`config.mk`:
```
export PLATFORM = sky130hd
export DESIGN_NAME = alu_arbiter
export DESIGN_NICKNAME = d
export VERILOG_FILES = /design/src/rtl/cpu_types_pkg.sv /design/src/rtl/alu.sv /design/src/rtl/alu_arbiter.sv
export SDC_FILE = /design/constraint.sdc
export NUM_CORES = 1
export LEC_CHECK = 0
export CORE_MARGIN = 1.5
export CORE_UTILIZATION = 30
export DETAILED_ROUTE_END_ITERATION = 8
export GPL_TIMING_DRIVEN = 0
export PLACE_DENSITY = 0.44
export SETUP_SLACK_MARGIN = 0.15
export SLEW_MARGIN = 20
export SYNTH_ARGS = -nofsm -noshare
export SYNTH_HDL_FRONTEND = slang
export SYNTH_SLANG_ARGS = --single-unit
```
`constraint.sdc`:
```
create_clock -name CLK -period 6.1 [get_ports CLK]
set_clock_uncertainty 0.1 [all_clocks]
set_input_delay 1.22 -clock CLK [delete_from_list [all_inputs] [get_ports CLK]]
set_output_delay 1.22 -clock CLK [all_outputs]
set_load 0.1 [all_outputs]
```
`src/rtl/cpu_types_pkg.sv`:
```
// Shared CPU types: data word, ALU opcode set and the ALU arbiter FSM state.
// Opcode encodings 11..15 are deliberately unassigned; the ALU returns 0 for them.
package cpu_types_pkg;

    typedef logic [31:0] word_t;

    typedef enum logic [3:0] {
        ALU_SLL  = 4'd0,
        ALU_SRL  = 4'd1,
        ALU_SRA  = 4'd2,
        ALU_ADD  = 4'd3,
        ALU_SUB  = 4'd4,
        ALU_AND  = 4'd5,
        ALU_OR   = 4'd6,
        ALU_XOR  = 4'd7,
        ALU_NOR  = 4'd8,
        ALU_SLT  = 4'd9,
        ALU_SLTU = 4'd10
    } aluop_t;

    typedef enum logic [1:0] {
        IDLE = 2'd0,
        EXEC = 2'd1,
        RESP = 2'd2
    } arbstate_t;

    // Requester id to one-hot strobe for the two-requester buses.
    function automatic logic [1:0] onehot2(input logic id);
        return {id, ~id};
    endfunction

endpackage

```
`src/rtl/alu.sv`:
```
// Purely combinational 32-bit ALU with negative/overflow/zero flags.
// Overflow is only produced by ADD and SUB; unknown opcodes give result 0.
module alu
    import cpu_types_pkg::*;
(
    input  aluop_t op_i,
    input  word_t  a_i,
    input  word_t  b_i,
    output word_t  result_o,
    output logic   negative_o,
    output logic   overflow_o,
    output logic   zero_o
);

    word_t sum;
    word_t diff;

    assign sum  = a_i + b_i;
    assign diff = a_i - b_i;

    always_comb begin
        result_o   = '0;
        overflow_o = 1'b0;
        case (op_i)
            ALU_SLL:  result_o = a_i << b_i[4:0];
            ALU_SRL:  result_o = a_i >> b_i[4:0];
            ALU_SRA:  result_o = $signed(a_i) >>> b_i[4:0];
            ALU_ADD: begin
                result_o   = sum;
                // Signed overflow: like-signed operands producing a result of the other sign.
                overflow_o = (a_i[31] == b_i[31]) && (sum[31] != a_i[31]);
            end
            ALU_SUB: begin
                result_o   = diff;
                overflow_o = (a_i[31] != b_i[31]) && (diff[31] != a_i[31]);
            end
            ALU_AND:  result_o = a_i & b_i;
            ALU_OR:   result_o = a_i | b_i;
            ALU_XOR:  result_o = a_i ^ b_i;
            ALU_NOR:  result_o = ~(a_i | b_i);
            ALU_SLT:  result_o = {31'b0, ($signed(a_i) < $signed(b_i))};
            ALU_SLTU: result_o = {31'b0, (a_i < b_i)};
            default:  result_o = '0;
        endcase
    end

    assign negative_o = result_o[31];
    assign zero_o     = (result_o == '0);

endmodule

```
`src/rtl/alu_arbiter.sv`:
```
// Serialises two requesters onto one ALU, one operation in flight (IDLE -> EXEC -> RESP).
// Define ALU_ARB_RR_EN for round-robin arbitration; otherwise requester 0 has fixed priority.
module alu_arbiter
    import cpu_types_pkg::*;
(
    input  logic         CLK,
    input  logic         nRST,
    input  logic [1:0]   req_valid,
    output logic [1:0]   req_ready,
    input  aluop_t [1:0] req_aluop,
    input  word_t [1:0]  req_a,
    input  word_t [1:0]  req_b,
    output logic [1:0]   rsp_valid,
    input  logic [1:0]   rsp_ready,
    output word_t        rsp_result,
    output logic         rsp_negative,
    output logic         rsp_overflow,
    output logic         rsp_zero
);

    // Handshakes: a request moves on the edge where req_valid[i] & req_ready[i], a response on
    // the edge where rsp_valid[i] & rsp_ready[i]; rsp_valid/result/flags hold until accepted.

    arbstate_t state_q, state_d;
    logic      owner_q, owner_d;
    aluop_t    op_q, op_d;
    word_t     a_q, a_d;
    word_t     b_q, b_d;
    word_t     result_q, result_d;
    logic      neg_q, neg_d;
    logic      ovf_q, ovf_d;
    logic      zero_q, zero_d;

    logic      accept;
    logic      grant_id;

    word_t     alu_result;
    logic      alu_negative;
    logic      alu_overflow;
    logic      alu_zero;

`ifdef ALU_ARB_RR_EN
    logic      last_q, last_d;

    always_comb begin
        grant_id = req_valid[1];
        if (req_valid == 2'b11) begin
            grant_id = ~last_q;
        end
    end

    always_comb begin
        last_d = last_q;
        if (accept) begin
            last_d = grant_id;
        end
    end

    always_ff @(posedge CLK or negedge nRST) begin
        if (!nRST) begin
            last_q <= 1'b1;
        end else begin
            last_q <= last_d;
        end
    end
`else
    always_comb begin
        grant_id = ~req_valid[0];
    end
`endif

    always_comb begin
        state_d = state_q;
        accept  = 1'b0;
        case (state_q)
            IDLE: begin
                if (|req_valid) begin
                    accept  = 1'b1;
                    state_d = EXEC;
                end
            end
            EXEC: state_d = RESP;
            RESP: begin
                // Only the owner's rsp_ready can release the response.
                if (rsp_ready[owner_q]) begin
                    if (|req_valid) begin
                        accept  = 1'b1;
                        state_d = EXEC;
                    end else begin
                        state_d = IDLE;
                    end
                end
            end
            default: state_d = IDLE;
        endcase
    end

    always_comb begin
        owner_d  = owner_q;
        op_d     = op_q;
        a_d      = a_q;
        b_d      = b_q;
        result_d = result_q;
        neg_d    = neg_q;
        ovf_d    = ovf_q;
        zero_d   = zero_q;
        if (accept) begin
            owner_d = grant_id;
            op_d    = req_aluop[grant_id];
            a_d     = req_a[grant_id];
            b_d     = req_b[grant_id];
        end
        if (state_q == EXEC) begin
            result_d = alu_result;
            neg_d    = alu_negative;
            ovf_d    = alu_overflow;
            zero_d   = alu_zero;
        end
    end

    always_ff @(posedge CLK or negedge nRST) begin
        if (!nRST) begin
            state_q  <= IDLE;
            owner_q  <= 1'b0;
            op_q     <= ALU_SLL;
            a_q      <= '0;
            b_q      <= '0;
            result_q <= '0;
            neg_q    <= 1'b0;
            ovf_q    <= 1'b0;
            zero_q   <= 1'b0;
        end else begin
            state_q  <= state_d;
            owner_q  <= owner_d;
            op_q     <= op_d;
            a_q      <= a_d;
            b_q      <= b_d;
            result_q <= result_d;
            neg_q    <= neg_d;
            ovf_q    <= ovf_d;
            zero_q   <= zero_d;
        end
    end

    alu u_alu (
        .op_i       (op_q),
        .a_i        (a_q),
        .b_i        (b_q),
        .result_o   (alu_result),
        .negative_o (alu_negative),
        .overflow_o (alu_overflow),
        .zero_o     (alu_zero)
    );

    // Gating with nRST keeps req_ready low for the whole reset, even while idle with requests pending.
    assign req_ready    = (accept ? onehot2(grant_id) : 2'b00) & {2{nRST}};
    assign rsp_valid    = (state_q == RESP) ? onehot2(owner_q) : 2'b00;
    assign rsp_result   = result_q;
    assign rsp_negative = neg_q;
    assign rsp_overflow = ovf_q;
    assign rsp_zero     = zero_q;

endmodule

```
==> run_results.csv, run 1 <==
group,metric,value,unit
logic_synthesis,synth_edf_count,0,
logic_synthesis,synthDistinctLibCells,92,
grt,gr-total-overflow,0,
critical_path,required,6.29,ns
drt,wl_per_cell,35.8,microns
grt,antenna_found_initial,10,
cells_and_area,multi_input_area,11000,sq um
critical_path,crit_chain,"buf_2 -> inv_1 -> buf_2 -> buf_2 -> clkbuf_4 -> ha_1 -> nor2_1 -> a211oi_1 -> o21ai_0 -> o21ai_0 -> a211o_1 -> a31oi_1 -> nor2_1 -> a2111oi_0 -> a21oi_1 -> nand4b_1 -> o41ai_2",
clocking,clk_latency,0.40,ns
floorplan,die_y,225,microns
sta,fmax,0.168,GHz
floorplan,start_util,30.3,%
floorplan,die_area,50500,sq um
cells_and_area,fin_util,36.6,%
sta,post-route-period-util,97.6,%
cells_and_area,regArea,2630,sq um
status,status,"completed",
floorplan,placeableCoreArea,48700,sq um
logic_synthesis,avgSynthCellArea,7.83,sq um
floorplan,num_rows,81,
critical_path,crit_slowest_cell,"o21ai_0",
grt,grt.total_usage,38.4,%
cells_and_area,final.fill_count,5236,
clocking,cts_tree,"done",
placement,dp_hpwl,81000,microns
floorplan,num_io_pins,181,
cells_and_area,syn_to_final_growth,20.9,%
logic_synthesis,syn_inst,1884,
clocking,cts_root_buf,"clkbuf_16",
logic_synthesis,synth-seq-cells,105,
grt,grt_max_degree,76,
clocking,clockBufferDepth,2,
sta,fin_tns_setup,0,ns
critical_path,startpoint_type,"flop",
clocking,numCtsBuffers,9,
logic_synthesis,synthFlopType,"dfrtp_1",
flow_run,drv_cap,0,
sta,drv_slew,0,
critical_path,path_max_fanout,20,
cells_and_area,mostFrequentLayoutCells,"clkdlybuf4s50_1, nor2_1, nand2_1",
cells_and_area,diodes,0,
sta,setup_viol,0,
critical_path,cp.arrival,6.14,ns
drt,remaining_drc_errors,0,
drt,routed_via_density,6.56,
critical_path,rrSetupSlack,0.15,ns
critical_path,worst_setup_path_end_kind,"flop",
cells_and_area,drive_gt1_share,9.20,%
cells_and_area,final_common_cell,"clkdlybuf4s50_1",
grt,grt_pass1_vias,16800,
logic_synthesis,synth-seq-area-share,17.8,%
clocking,cts.clk_slew.worst_paths,0.08,ns
sta,rsz0062_at_grt,"false",
sta,tightestPinTransition,1.22,ns
placement,place_congestion,1.00,
sta,finalHoldViolCount,0,
sta,min_period,5.95,ns
placement,port_buffers,179,
critical_path,critical_path_class,"flop to flop",
floorplan,die_w,225,microns
logic_synthesis,netlist_area,14800,sq um
drt,vias,18000,
cells_and_area,layout.nets,2328,
worst_hold_path,worstHoldPathType,"flop to flop",
critical_path,critPathMaxStageDelay,0.85,ns
clocking,cts_sinks,105,
drt,ant_nets,0,
logic_synthesis,synth-async-reset-ratio,100,%
grt,grt_pass1_wl,135000,microns
logic_synthesis,synth_nets,2131,
sta,relSlewSlack,16.3,%
clocking,htree_levels,3,
logic_synthesis,yosysWarnings,0,
clocking,hold_buffers,0,
critical_path,crit_top_cell,"buf_2",
drt,drt-total-wl,98500,microns
drt,drtIter0Drc,2197,
drt,first_pass_iters,8,
-- critical path, delay by kind of cell (launching register included) --
kind	cells	cell delay, ns
adders and majority gates	1	0.40
DFF	1	0.40
and+or+nand+nor	3	0.48
buffers and inverters	5	1.71
AOI/OAI and AO/OA	8	2.72
-- cells by family after synthesis --
logic type / synth area share, %
xor gates and xnor gates: 0.534
buffers and inverters: 7.81
DFF: 17.8
and+or+nand+nor: 18.5
AOI/OAI and AO/OA: 31.2
adders and majority gates: 9.01
muxes: 15.1
-- path summary, 6_finish.rpt --
check | from | to | depth (start not counted)
worst max-delay path | b_q[3] | rsp_zero | 17
worst min-delay path | rsp_result[8] | rsp_result[8] | 2
worst max register to register | b_q[3] | rsp_zero | 17
worst min register to register | rsp_result[8] | rsp_result[8] | 2
max in group asynchronous | nRST | op_q[2] | 2
min in group asynchronous | nRST | rsp_result[1] | 1
-- per-layer routing --
layer  share of wire [%]  global-route usage, %  vias up
li1                    -                      -     7581
met1                  42                   52.6     9057
met2                  43                   57.2     1179
met3                  10                   9.75      210
met4                 4.8                   15.6        6
met5               0.038                      0        -
-- final cells by class --
| class | count | area share, % |
|---|---|---|
| Multi-Input combinational cell | 1507 | 61.9 |
| Sequential cell | 105 | 14.7 |
| Timing Repair Buffer | 188 | 10.6 |
| Tap cell | 664 | 4.66 |
| Buffer | 165 | 4.29 |
| Inverter | 105 | 2.21 |
| Clock buffer | 11 | 1.36 |
| Clock inverter | 5 | 0.260 |
-- synthesized netlist by cell type (18+ instances only) --
cell / number / share of area (%)
nor4_1: 28 / 1.2
o211ai_1: 26 / 1.3
mux2_2: 32 / 2.4
nand3_1: 44 / 1.5
nor2b_1: 20 / 0.85
nor2_1: 151 / 3.8
ha_1: 103 / 8.7
nand2_1: 147 / 3.7
inv_1: 102 / 2.6
buf_2: 36 / 1.2
nor3_1: 58 / 2.0
o21ai_0: 95 / 3.2
o22ai_1: 93 / 3.9
mux4_2: 36 / 5.5
dfrtp_1: 105 / 18
a211oi_1: 32 / 1.6
a21oi_1: 109 / 3.7
clkbuf_1: 101 / 2.6
mux2i_1: 99 / 6.7
a22oi_1: 90 / 4.6
nand2b_1: 18 / 0.76
-- state kept, by name, indices dropped and copies added, names as in the netlist --
signal / cells
a_q: 32
b_q: 32
rsp_result: 32
op_q: 4
state_q: 2
owner_q: 1
rsp_overflow: 1
rsp_zero: 1
-- per-stage QoR --
step                      hold slack [ns]  worst slack, ns  std cells  area, sq um
after floorplan                     0.419             1.68       1884        14800
after global placement              0.364            -2.45       2727        17400
after detailed placement            0.367           -0.700       2733        17500
after CTS                           0.386           0.0285       2747        17800
after global routing                0.397            0.151       2750        17800
final                               0.377            0.148       2750        17800
-- what timing repair did --
item | CTS | global route
buffers inserted | 0 | 3
pin swaps | 0 | 2
setup endpoints to repair | 12 | 3
gates resized for setup | 3 | 11
Power of run 1 is not shown: default switching activity piles up to over one toggle a cycle in this logic, so the estimate is an artifact.
==> run 2: changes to the inputs <==
--- a/config.mk
+++ b/config.mk
@@ -5,6 +5,7 @@
 export SDC_FILE = /design/constraint.sdc
 export NUM_CORES = 1
 export LEC_CHECK = 0
+export CORE_ASPECT_RATIO = 1.4
 export CORE_MARGIN = 1.5
 export CORE_UTILIZATION = 30
 export DETAILED_ROUTE_END_ITERATION = 8
@@ -14,4 +15,5 @@
 export SLEW_MARGIN = 20
 export SYNTH_ARGS = -nofsm -noshare
 export SYNTH_HDL_FRONTEND = slang
+export SYNTH_HIERARCHICAL = 1
 export SYNTH_SLANG_ARGS = --single-unit
==> run 2 against run 1 <==
Wire length decreased by 19%. Via count fell by 13%. Count of clock-buffer cells in the layout fell by 1. Sequential share of layout area rose by 0.48 points. Critical endpoint unchanged. Largest cell class unchanged.
==> run_results.csv, run 2 <==
group,metric,value,unit
cells_and_area,mostFrequentLayoutCells,"clkdlybuf4s50_1, mux2_2, nand2_1",
clocking,clk_latency,0.42,ns
cells_and_area,diodes,0,
drt,routed_via_density,6.11,
sta,min_period,5.85,ns
cells_and_area,regArea,2650,sq um
floorplan,num_io_pins,181,
floorplan,die_w,188,microns
sta,relSlewSlack,27.1,%
logic_synthesis,netlist_area,14400,sq um
cells_and_area,fin_util,37.0,%
sta,setup_viol,0,
sta,fmax,0.171,GHz
critical_path,r2r-start,"b_q[0]",
placement,port_buffers,179,
cells_and_area,final.fill_count,5013,
placement,placed_cell_area,17000,sq um
critical_path,endpoint,"rsp_zero",
floorplan,die_y,262,microns
clocking,hold_buffers,0,
drt,remaining_drc_errors,0,
drt,drt-total-wl,80100,microns
placement,place_congestion,0.996,
clocking,cts_sinks,106,
floorplan,die_area,49200,sq um
sta,tightestPinTransition,1.09,ns
cells_and_area,syn_to_final_growth,21.4,%
clocking,numCtsBuffers,9,
cells_and_area,final_common_cell,"clkdlybuf4s50_1",
drt,wl_per_cell,31.2,microns
logic_synthesis,synth_edf_count,0,
critical_path,rrSetupSlack,0.25,ns
grt,gr-total-overflow,0,
sta,fin_hold_ws,0.404,ns
sta,rsz0062_at_grt,"false",
logic_synthesis,syn_inst,1747,
clocking,clockBufferDepth,2,
sta,drv_slew,0,
clocking,cts_tree,"done",
grt,grt_pass1_wl,114000,microns
drt,vias,15700,
logic_synthesis,avgSynthCellArea,8.22,sq um
floorplan,num_rows,94,
worst_hold_path,worstHoldPathType,"flop to flop",
logic_synthesis,synth-seq-area-share,18.5,%
critical_path,setup.worst_path.start,"b_q[0]",
critical_path,rr_worst_depth,18,
sta,post-route-period-util,95.9,%
grt,antenna_found_initial,0,
floorplan,start_util,30.5,%
grt,grt.total_usage,32.4,%
flow_run,drv_cap,0,
logic_synthesis,synth-seq-cells,106,
sta,finalHoldViolCount,0,
placement,dp_hpwl,66600,microns
logic_synthesis,yosysTopAreaCell,"dfrtp_1",
critical_path,path_max_fanout,10,
critical_path,cp.arrival,6.11,ns
cells_and_area,fin_area,17400,sq um
grt,grt_max_degree,56,
logic_synthesis,yosysTopAreaCellShare,18.5,%
logic_synthesis,synthDistinctLibCells,92,
clocking,cts.clk_slew.worst_paths,0.08,ns
cells_and_area,drive_gt1_share,15.7,%
clocking,cts_root_buf,"clkbuf_16",
critical_path,worst_setup_path_end_kind,"flop",
critical_path,critical_path_class,"flop to flop",
clocking,htree_levels,3,
critical_path,regToRegEndpoint,"rsp_zero",
cells_and_area,fin_cells,2569,
drt,drtIter0Drc,1447,
grt,grt_pass1_vias,15600,
logic_synthesis,ys_top_cells_by_area,"dfrtp_1, mux2_2, ha_1, mux2i_1, a21oi_1",
critical_path,startpoint_type,"flop",
cells_and_area,layout.nets,2187,
critical_path,required,6.36,ns
logic_synthesis,synthTopCellsByCount,"mux2_2, nand2_1, a21oi_1, nor2_1, dfrtp_1",
logic_synthesis,yosysMostFrequentCell,"mux2_2",
cells_and_area,multi_input_area,10800,sq um
logic_synthesis,synth_nets,1994,
logic_synthesis,yosysWarnings,6,
status,status,"completed",
logic_synthesis,synth-async-reset-ratio,100,%
floorplan,placeableCoreArea,47200,sq um
drt,first_pass_iters,5,
logic_synthesis,synthFlopType,"dfrtp_1",
placement,dpl.cell_count,2553,
drt,ant_nets,0,
-- run 2: cell type report --
cell class                 instances  share of cell area (%)
clock inverter                     6                   0.416
tap                              624                    4.48
inverter                          99                    2.17
buffer                           132                    3.61
multi-input combinational       1409                    62.2
timing repair buffer             183                    10.6
clock buffer                      10                    1.37
sequential                       106                    15.2
-- run 2: repair_timing --
item	in CTS	in global routing
endpoints found under the setup margin	8	1
pin swaps	1	0
gates resized for setup	27	18
setup buffers	1	0
gates cloned	0	0
-- run 2: logic make-up (layout without fill, tap and decap cells) --
kind of cell             count (synthesis)  in the layout  synth area share (%)
adder cells (fa/ha/maj)                105            105                  9.25
flip-flops                             106            106                  18.5
AO/OA/AOI/OAI                          534            534                  25.5
AND/OR/NAND/NOR                        479            479                  16.4
XOR/XNOR                                12             12                 0.732
buffers and inverters                  232            430                  6.79
multiplexers                           279            279                  22.8
-- run 2: how the worst min path moves through the flow --
stage | slack (ns) | to | depth (start not counted) | from
floorplan | 0.40 | b_q[2] | 1 | b_q[2]
global placement | 0.39 | rsp_result[6] | 1 | rsp_result[6]
detailed placement | 0.39 | rsp_result[19] | 1 | rsp_result[19]
CTS | 0.41 | rsp_result[19] | 1 | rsp_result[19]
global route | 0.42 | rsp_result[17] | 1 | rsp_result[17]
finish | 0.40 | rsp_result[12] | 1 | rsp_result[12]
-- run 2: per-stage QoR --
step	setup slack, ns	TNS [ns]
after floorplan	0.912	0
after global placement	-2.51	-84.13
after detailed placement	-1.20	-1.94
after CTS	0.151	0
after global routing	0.168	0
final	0.247	0
-- run 2: per-layer routing --
layer | share of wire [%] | up-vias | global-route usage (%)
li1 | - | 6955 | -
met1 | 40 | 7785 | 38.5
met2 | 49 | 775 | 56.5
met3 | 5.3 | 189 | 3.81
met4 | 6.6 | 0 | 19.1
met5 | 0 | - | 0
-- run 2: worst max-delay path, stage by stage (launching register included) --
cell       delay, ns
dfrtp_1         0.43
buf_6           0.18
buf_6           0.21
buf_6           0.23
buf_6           0.21
clkbuf_1        0.57
mux4_2          0.48
nand4_1         0.12
o21ai_1         0.10
a2111oi_0       0.50
o21ai_1         0.28
nor2_1          0.15
nand4b_1        0.26
nor4b_2         0.36
nand4b_1        0.19
or4b_1          0.52
or4b_1          0.54
nor4_2          0.16
mux2_2          0.19
Power of run 2 is left out for the same reason.
